===== src/rtl/pp_accum_pkg.sv =====
// Shared types and constants for the 16-bit partial-product accumulator.
// Enables nothing by itself; see pp_accum_16b for the PP_ACCUM_SAT_EN option.
package pp_accum_pkg;

  localparam int WIDTH = 16;
  localparam int HALF  = 8;
  localparam int SLICE = 4;
  localparam int CNT_W = 8;

  typedef enum logic [1:0] {
    ACCEPT = 2'd0,
    ADD_LO = 2'd1,
    ADD_HI = 2'd2,
    OUT    = 2'd3
  } state_t;

  function automatic logic [CNT_W-1:0] cnt_inc_sat(input logic [CNT_W-1:0] cnt);
    return (&cnt) ? cnt : cnt + CNT_W'(1);
  endfunction

endpackage


===== src/rtl/pp_accum_16b_cla.sv =====
// 4-bit carry-lookahead adder slice: all internal carries are computed
// directly from generate/propagate terms rather than rippled.
module cla_slice_4b
  import pp_accum_pkg::*;
(
  input  logic [SLICE-1:0] a,
  input  logic [SLICE-1:0] b,
  input  logic             cin,
  output logic [SLICE-1:0] sum,
  output logic             cout
);

  logic [SLICE-1:0] g;
  logic [SLICE-1:0] p;
  logic [SLICE:0]   c;

  assign g = a & b;
  assign p = a ^ b;

  assign c[0] = cin;
  assign c[1] = g[0] | (p[0] & cin);
  assign c[2] = g[1] | (p[1] & g[0]) | (p[1] & p[0] & cin);
  assign c[3] = g[2] | (p[2] & g[1]) | (p[2] & p[1] & g[0])
              | (p[2] & p[1] & p[0] & cin);
  assign c[4] = g[3] | (p[3] & g[2]) | (p[3] & p[2] & g[1])
              | (p[3] & p[2] & p[1] & g[0]) | (p[3] & p[2] & p[1] & p[0] & cin);

  assign sum  = p ^ c[SLICE-1:0];
  assign cout = c[SLICE];

endmodule


===== src/rtl/pp_accum_16b.sv =====
// Accumulates sets of 16-bit partial products one byte per cycle on a shared
// 8-bit CLA adder. Define PP_ACCUM_SAT_EN to saturate at 16'hFFFF on overflow.
module pp_accum_16b
  import pp_accum_pkg::*;
(
  input  logic        clk,
  input  logic        rst_n,
  input  logic        in_valid,
  output logic        in_ready,
  input  logic [15:0] in_pp,
  input  logic        in_last,
  output logic        out_valid,
  input  logic        out_ready,
  output logic [15:0] out_sum,
  output logic        out_ovf,
  output logic [7:0]  out_cnt
);

  state_t             state_q, state_d;
  logic [WIDTH-1:0]   acc_q, acc_d;
  logic [WIDTH-1:0]   pp_q, pp_d;
  logic               last_q, last_d;
  logic               c8_q, c8_d;
  logic               ovf_q, ovf_d;
  logic [CNT_W-1:0]   cnt_q, cnt_d;

  logic               hi_sel;
  logic [HALF-1:0]    add_a;
  logic [HALF-1:0]    add_b;
  logic               add_cin;
  logic [HALF-1:0]    add_sum;
  logic               mid_c;
  logic               add_cout;

  // Low byte of the sum once a carry out of bit 15 has been seen in this set.
  function automatic logic [HALF-1:0] lo_update(input logic [HALF-1:0] acc_lo,
                                                input logic [HALF-1:0] sum,
                                                input logic            sticky);
`ifdef PP_ACCUM_SAT_EN
    return sticky ? acc_lo : sum;
`else
    return (sticky & 1'b0) ? acc_lo : sum;
`endif
  endfunction

  function automatic logic [WIDTH-1:0] hi_update(input logic [WIDTH-1:0] acc,
                                                 input logic [HALF-1:0]  sum,
                                                 input logic             ovf_any);
`ifdef PP_ACCUM_SAT_EN
    return ovf_any ? {WIDTH{1'b1}} : {sum, acc[HALF-1:0]};
`else
    return (ovf_any & 1'b0) ? {WIDTH{1'b1}} : {sum, acc[HALF-1:0]};
`endif
  endfunction

  // One 8-bit adder serves both halves; c8 feeds the high byte only.
  assign hi_sel  = (state_q == ADD_HI);
  assign add_a   = hi_sel ? acc_q[WIDTH-1:HALF] : acc_q[HALF-1:0];
  assign add_b   = hi_sel ? pp_q[WIDTH-1:HALF]  : pp_q[HALF-1:0];
  assign add_cin = hi_sel & c8_q;

  cla_slice_4b u_cla_lo (
    .a    (add_a[SLICE-1:0]),
    .b    (add_b[SLICE-1:0]),
    .cin  (add_cin),
    .sum  (add_sum[SLICE-1:0]),
    .cout (mid_c)
  );

  cla_slice_4b u_cla_hi (
    .a    (add_a[HALF-1:SLICE]),
    .b    (add_b[HALF-1:SLICE]),
    .cin  (mid_c),
    .sum  (add_sum[HALF-1:SLICE]),
    .cout (add_cout)
  );

  always_comb begin
    state_d = state_q;
    acc_d   = acc_q;
    pp_d    = pp_q;
    last_d  = last_q;
    c8_d    = c8_q;
    ovf_d   = ovf_q;
    cnt_d   = cnt_q;
    case (state_q)
      ACCEPT: begin
        if (in_valid) begin
          pp_d    = in_pp;
          last_d  = in_last;
          cnt_d   = cnt_inc_sat(cnt_q);
          state_d = ADD_LO;
        end
      end
      ADD_LO: begin
        acc_d[HALF-1:0] = lo_update(acc_q[HALF-1:0], add_sum, ovf_q);
        c8_d            = add_cout;
        state_d         = ADD_HI;
      end
      ADD_HI: begin
        acc_d   = hi_update(acc_q, add_sum, ovf_q | add_cout);
        ovf_d   = ovf_q | add_cout;
        state_d = last_q ? OUT : ACCEPT;
      end
      OUT: begin
        if (out_ready) begin
          acc_d   = '0;
          ovf_d   = 1'b0;
          cnt_d   = '0;
          c8_d    = 1'b0;
          state_d = ACCEPT;
        end
      end
      default: state_d = ACCEPT;
    endcase
  end

  always_ff @(posedge clk or negedge rst_n) begin
    if (!rst_n) begin
      state_q <= ACCEPT;
      acc_q   <= '0;
      pp_q    <= '0;
      last_q  <= 1'b0;
      c8_q    <= 1'b0;
      ovf_q   <= 1'b0;
      cnt_q   <= '0;
    end else begin
      state_q <= state_d;
      acc_q   <= acc_d;
      pp_q    <= pp_d;
      last_q  <= last_d;
      c8_q    <= c8_d;
      ovf_q   <= ovf_d;
      cnt_q   <= cnt_d;
    end
  end

  assign in_ready  = (state_q == ACCEPT);
  assign out_valid = (state_q == OUT);
  assign out_sum   = acc_q;
  assign out_ovf   = ovf_q;
  assign out_cnt   = cnt_q;

endmodule


===== config.mk =====
export PLATFORM = sky130hd
export DESIGN_NAME = pp_accum_16b
export DESIGN_NICKNAME = d
export VERILOG_FILES = /design/src/rtl/pp_accum_pkg.sv /design/src/rtl/pp_accum_16b_cla.sv /design/src/rtl/pp_accum_16b.sv
export SDC_FILE = /design/constraint.sdc
export NUM_CORES = 1
export LEC_CHECK = 0
export CAP_MARGIN = 20
export CORE_UTILIZATION = 30
export CTS_BUF_LIST = sky130_fd_sc_hd__clkbuf_2
export DETAILED_ROUTE_END_ITERATION = 8
export PLACE_DENSITY = 0.51
export SKIP_CTS_REPAIR_TIMING = 1
export SKIP_LAST_GASP = 1
export SYNTH_ARGS = -nofsm -noshare
export SYNTH_HDL_FRONTEND = slang
export SYNTH_HIERARCHICAL = 1
export SYNTH_SLANG_ARGS = --single-unit

===== constraint.sdc =====
create_clock -name clk -period 6.3 [get_ports clk]
set_input_delay 0.63 -clock clk [delete_from_list [all_inputs] [get_ports clk]]
set_output_delay 0.63 -clock clk [all_outputs]
set_load 0.05 [all_outputs]

==> qor.yml, run 1 <==
worst_slew_pin_slew_ns: 0.857
dieHeight_um: 90.6
synth_warnings: 6
worst_path_dominant_cell_family: "compound AO/OA/AOI/OAI gates"
synthesis.instances: 193
finish.utilization_pct: 40.0
root_buffer: "clkbuf_2"
wl_per_cell_um: 14.6
critical-path-top-cell-by-count: "a21o_1"
path_depth: 12
synth_async_sr_flop_share_pct: 100
endpoint: "out_ovf"
num-nets-final: 275
grt_overflow: 0
path_class: "register to register"
floorplan.initialDensity_pct: 31.8
detail_route.wirelength_um: 5010
cts-root-to-sink-buffers: 2
cellLeakagePower_nw: 1.33
cts_tree: "done"
worstSkewPairLatency_ns: 0.42
critPathBufInv: 1
drt_pass1_iterations: 4
post_synth.cell_area_avg_um2: 12.2
top_library_cells_by_usage_in_the_layout_fill_and_taps_aside: "46 x clkdlybuf4s50_1, 45 x dfrtp_1, 33 x mux2_2, 17 x a22o_1, 12 x nand2_1"
worst_slew_margin_rel_pct: 42.5
synth_flop_cell: "dfrtp_1"
worst_r2r_path_depth: 12
timing.setup.tns_ns: 0
detailedRoute.firstIterationViolations: 57
ys_ff_latch: 45
area_growth_from_synthesis_to_final_layout_pct: 25.9
max_clock_freq_mhz: 281
endpoint_kind_of_the_worst_setup_timing_path: "register"
syn_nets: 225
critical_path_peak_fanout: 24
finalHoldViolations: 0
maximum_number_of_pins_on_one_net_before_global_route_repair: 46
place.gp.congestion: 0.722
antenna_violating_nets_post_route: 0
crit_chain: "inv_1 -> nor2_4 -> mux2_2 -> ha_1 -> a21o_1 -> a31o_1 -> a21o_1 -> a21o_1 -> a31o_1 -> a21o_1 -> a21oi_1 -> o21ai_0"
drive_gt1_share_pct: 20.9
r2r_setup_slack_ns: 2.74
design_area_mm2: 0.00296
outcome: "completed"
antenna_found_initial: 0
clkSlewWorstSetupHoldPaths_ns: 0.23
cts_max_level: 2
cts.sinks: 45
critical_path.reg2reg.endpoint: "out_ovf"
drcViolationCount: 0
ioPinCount: 48
postLayoutSetupSlackWorst_ns: 2.74
grt_pass1_wl_um: 8570
timing.final.crit_share_pct: 56.4
setup_failing_eps_final: 0
timing.critical_path.from: "state_q[1]"
row_count: 31
worstReg2RegStart: "state_q[1]"
power.total_w: 0.00177
max_cap_viol_count: 0
report.final.slew_viol_count: 0
cellPowerDensity_mw_per_mm2: 597
syn_area_mm2: 0.00235
post-route-min-period_ns: 3.56
via_per_inst: 4.92
rsz0062_at_grt: "no"
core-area_mm2: 0.00741
crit_path_max_incr_delay_ns: 0.62
die_width_um: 90.6
ys_seq_area_share_pct: 47.9
critPathLaunchType: "register"
n_antenna_cell: 0
place_area_mm2: 0.00290
cp.arrival_ns: 3.87
most_common_library_cell_in_the_layout_ignoring_fill_and_taps: "clkdlybuf4s50_1"
io_buffers: 47
vdd_ir_drop_max_mv: 0.247
fp.dieArea_mm2: 0.00820
dpl_worst_slack_ns: 2.73
worst_path_max_delay_cell: "dfrtp_1"
number_of_flops_mapped_to_enable_cells_by_yosys: 0
via_count_of_the_first_global_routing_pass: 1638
hp-class: "input pin to asynchronous set/reset pin"
worst-endpoint-required_ns: 6.62
timing.clock.skew_ns: 0.0145
grt_usage_pct: 13.3
via_count: 1688
yosysUniqueCellTypes: 34
dp_hpwl_um: 3390
numCtsBuffers: 5
[routing by layer]
metal | global-route usage [%] | wire length, um | share of wire (%)
met2 | 19.6 | 2290 | 46
met5 | 0 | 0 | 0
met3 | 3.03 | 230 | 4.6
met1 | 19.0 | 2420 | 48
met4 | 4.84 | 69 | 1.4
[Yosys cell counts (3+ instances only)]
master | number | share of area (%)
nand4_1 | 3 | 0.80
buf_4 | 5 | 1.6
and3_1 | 3 | 0.80
dfrtp_1 | 45 | 48
a21oi_1 | 4 | 0.85
ha_1 | 9 | 4.8
mux2_2 | 33 | 16
inv_1 | 11 | 1.8
a22o_1 | 17 | 6.3
nand3_1 | 6 | 1.3
xnor2_1 | 4 | 1.5
o21ai_0 | 5 | 1.1
a31oi_1 | 4 | 1.1
a21o_1 | 6 | 1.9
nand2_1 | 12 | 1.9
[registers in the layout, summed over array words and instances, names as in the netlist]
| signal | cells |
|---|---|
| out_cnt | 8 |
| c8_q | 1 |
| out_sum | 16 |
| state_q | 2 |
| last_q | 1 |
| out_ovf | 1 |
| pp_q | 16 |
[final cells by class]
class / count / area (um^2)
fill: 743 / 4450
inverter: 11 / 41.3
clock buffer: 6 / 30.0
tap: 99 / 124
clock inverter: 2 / 10.0
sequential: 45 / 1130
timing repair buffer: 49 / 493
multi-input combinational: 131 / 1140
[metrics by stage]
stage	cells	hold slack, ns
floorplan	193	0.334
global placement	334	0.491
detailed placement	334	0.491
CTS	342	0.373
global route	343	0.0413
finish	343	0.0569
[worst min path at each step]
| stage | start | endpoint | slack, ns | cells after the start |
|---|---|---|---|---|
| floorplan | rst_n | c8_q | 0.33 | 0 |
| detailed placement | c8_q | c8_q | 0.49 | 1 |
| CTS | rst_n | out_cnt[4] | 0.37 | 1 |
| global placement | pp_q[13] | pp_q[13] | 0.49 | 1 |
| global route | rst_n | out_sum[8] | 0.04 | 1 |
| finish | rst_n | out_sum[2] | 0.06 | 1 |
[kinds of logic after synthesis]
family	Yosys count	share of synthesized area (%)
xor+xnor	6	2.23
simple gates	31	7.29
compound gates	50	16.5
buf+inv	17	3.83
fa+ha+maj	11	6.49
flops	45	47.9
mux	33	15.8
[power breakdown]
group	leakage (nW)	total, W	switching [W]	internal, W
sequential	0.561	0.000523	0.000108	0.000415
combinational	0.741	0.00112	0.000620	0.000499
clock	0.0327	0.000124	0.0000965	0.0000279
total	1.33	0.00177	0.000825	0.000941
[worst register-to-register path, delay by kind of cell (launching register included)]
kind                     cells  cell delay (ns)
multiplexers                 1             0.43
AND/OR/NAND/NOR              1             0.52
adder cells (fa/ha/maj)      1             0.28
buffers and inverters        1             0.17
AO/OA/AOI/OAI                8             1.43
flip-flops                   1             0.62
(Power assumes the default switching activity.)
==> run 2: changes to the inputs <==
==> constraint.sdc (replaced) <==
create_clock -name clk -period 3.6 [get_ports clk]
set_input_delay 0.36 -clock clk [delete_from_list [all_inputs] [get_ports clk]]
set_output_delay 0.36 -clock clk [all_outputs]
set_load 0.05 [all_outputs]
==> qor.yml, run 2 (same netlist as run 1, synthesis figures left out) <==
top_library_cells_by_usage_in_the_layout_fill_and_taps_aside: "46 x clkdlybuf4s50_1, 45 x dfrtp_1, 33 x mux2_2, 17 x a22o_1, 12 x nand2_1"
timing.clock.skew_ns: 0.0312
via_per_inst: 4.87
critical_path_peak_fanout: 10
drt_pass1_iterations: 4
drcViolationCount: 0
cts_tree: "done"
root_buffer: "clkbuf_2"
worst_path_max_delay_cell: "dfrtp_1"
cts_max_level: 2
io_buffers: 47
outcome: "completed"
critical-path-top-cell-by-count: "a21o_1"
net-switching-power_w: 0.00145
core-area_mm2: 0.00741
detailedRoute.firstIterationViolations: 79
post-route-min-period_ns: 3.10
worst_slew_margin_rel_pct: 45.6
postLayoutSetupSlackWorst_ns: 0.502
area_growth_from_synthesis_to_final_layout_pct: 27.8
seq_power_share_pct: 28.2
detail_route.wirelength_um: 5040
r2r_setup_slack_ns: 0.50
dieHeight_um: 90.6
timing.final.crit_share_pct: 86.1
grt_usage_pct: 13.1
numCtsBuffers: 5
grt_overflow: 0
crit_chain: "nor2_4 -> mux2_2 -> ha_1 -> a21o_1 -> a31o_1 -> a21o_1 -> a21o_1 -> a31o_1 -> a21o_1 -> a21oi_1 -> o21ai_0"
ioPinCount: 48
place.gp.congestion: 0.748
finalHoldViolations: 0
timing.setup.tns_ns: 0
worstSkewPairLatency_ns: 0.42
combinationalPowerShare_pct: 63.1
most_common_library_cell_in_the_layout_ignoring_fill_and_taps: "clkdlybuf4s50_1"
antenna_violating_nets_post_route: 0
worst_slew_pin_slew_ns: 0.811
worst-endpoint-required_ns: 3.92
grt_pass1_wl_um: 8450
dp_hpwl_um: 3550
endpoint: "out_ovf"
place_area_mm2: 0.00292
max_cap_viol_count: 0
power.internal_w: 0.00173
critical_path.reg2reg.endpoint: "out_ovf"
switching_share_of_total_power_pct: 45.6
fp.dieArea_mm2: 0.00820
dpl_worst_slack_ns: 0.504
antenna_found_initial: 0
wl_per_cell_um: 14.6
n_antenna_cell: 0
cts-root-to-sink-buffers: 2
cellLeakagePower_nw: 1.35
clockPowerShare_pct: 8.7
cts.sinks: 45
hp-class: "input pin to asynchronous set/reset pin"
clkSlewWorstSetupHoldPaths_ns: 0.23
path_class: "register to register"
vdd_ir_drop_max_mv: 0.515
design_area_mm2: 0.00301
floorplan.initialDensity_pct: 31.8
worst_r2r_path_depth: 11
num-nets-final: 278
critPathLaunchType: "register"
globalRouteMet1Util_pct: 17.7
use_met2_pct: 20.3
crit_path_max_incr_delay_ns: 0.58
maximum_number_of_pins_on_one_net_before_global_route_repair: 46
drive_gt1_share_pct: 21.1
grt_util_met3_pct: 3.45
worstReg2RegStart: "state_q[0]"
cp.arrival_ns: 3.42
grt.busiest_layer: "met2"
endpoint_kind_of_the_worst_setup_timing_path: "register"
report.final.slew_viol_count: 0
row_count: 31
timing.critical_path.from: "state_q[0]"
setup_failing_eps_final: 0
rsz0062_at_grt: "no"
via_count: 1681
max_clock_freq_mhz: 323
cellPowerDensity_mw_per_mm2: 1060
via_count_of_the_first_global_routing_pass: 1665
die_width_um: 90.6
run 2: metrics by stage:
stage | hold WS (ns) | total power [W] | instances | util (%)
after global placement | 0.488 | 0.00291 | 336 | 39.4
after CTS | 0.104 | 0.00321 | 343 | 40.2
final | 0.300 | 0.00317 | 345 | 40.6
after global routing | 0.285 | 0.00344 | 345 | 40.6
after floorplan | 0.0644 | 0.00241 | 193 | -
after detailed placement | 0.488 | 0.00291 | 336 | 39.4
run 2: cell type report:
type	count	area, um^2
Inverter	11	41.3
Tap cell	99	124
Fill cell	720	4400
Timing Repair Buffer	52	518
Sequential cell	45	1130
Multi-Input combinational cell	131	1140
Clock inverter	2	35.0
Clock buffer	5	25.0
run 2: worst max-delay path, delay by kind of cell (launching register included):
| family | cells | cell delay, ns |
|---|---|---|
| and+or+nand+nor | 1 | 0.31 |
| adders and majority gates | 1 | 0.29 |
| AOI/OAI and AO/OA | 8 | 1.45 |
| muxes | 1 | 0.39 |
| DFF | 1 | 0.58 |
run 2: routing by layer:
metal,vias to the layer above,share of wire [%]
li1,821,-
met1,814,49
met2,39,45
met3,7,5.2
met4,0,1.2
met5,-,0
run 2: worst min path at each step:
stage	from	end	slack, ns	cells past startpoint
after floorplan	rst_n	c8_q	0.06	0
after global placement	pp_q[7]	pp_q[7]	0.49	1
after detailed placement	c8_q	c8_q	0.49	1
after CTS	rst_n	out_sum[1]	0.10	1
after global routing	rst_n	out_cnt[4]	0.29	2
final	rst_n	out_cnt[6]	0.30	2
run 2: power groups by stage:
| stage | sequential [W] | combinational [W] | clock [W] |
|---|---|---|---|
| 6_report | 0.000894 | 0.00200 | 0.000276 |
| 5_1_grt | 0.000927 | 0.00221 | 0.000306 |
| 4_1_cts | 0.000899 | 0.00202 | 0.000286 |
| 3_5_place_dp | 0.000911 | 0.00200 | 0 |
| 3_3_place_gp | 0.000916 | 0.00200 | 0 |
| 2_1_floorplan | 0.00119 | 0.00122 | 0 |
==> run 3: changes to the inputs <==
--- a/config.mk
+++ b/config.mk
@@ -8,6 +8,7 @@
 export CAP_MARGIN = 20
 export CORE_UTILIZATION = 30
 export CTS_BUF_LIST = sky130_fd_sc_hd__clkbuf_2
+export CTS_CLUSTER_SIZE = 40
 export DETAILED_ROUTE_END_ITERATION = 8
 export PLACE_DENSITY = 0.51
 export SKIP_CTS_REPAIR_TIMING = 1
==> results of run 3 <==
Same layout as run 2: the final DEF is identical, and so are final timing and power.
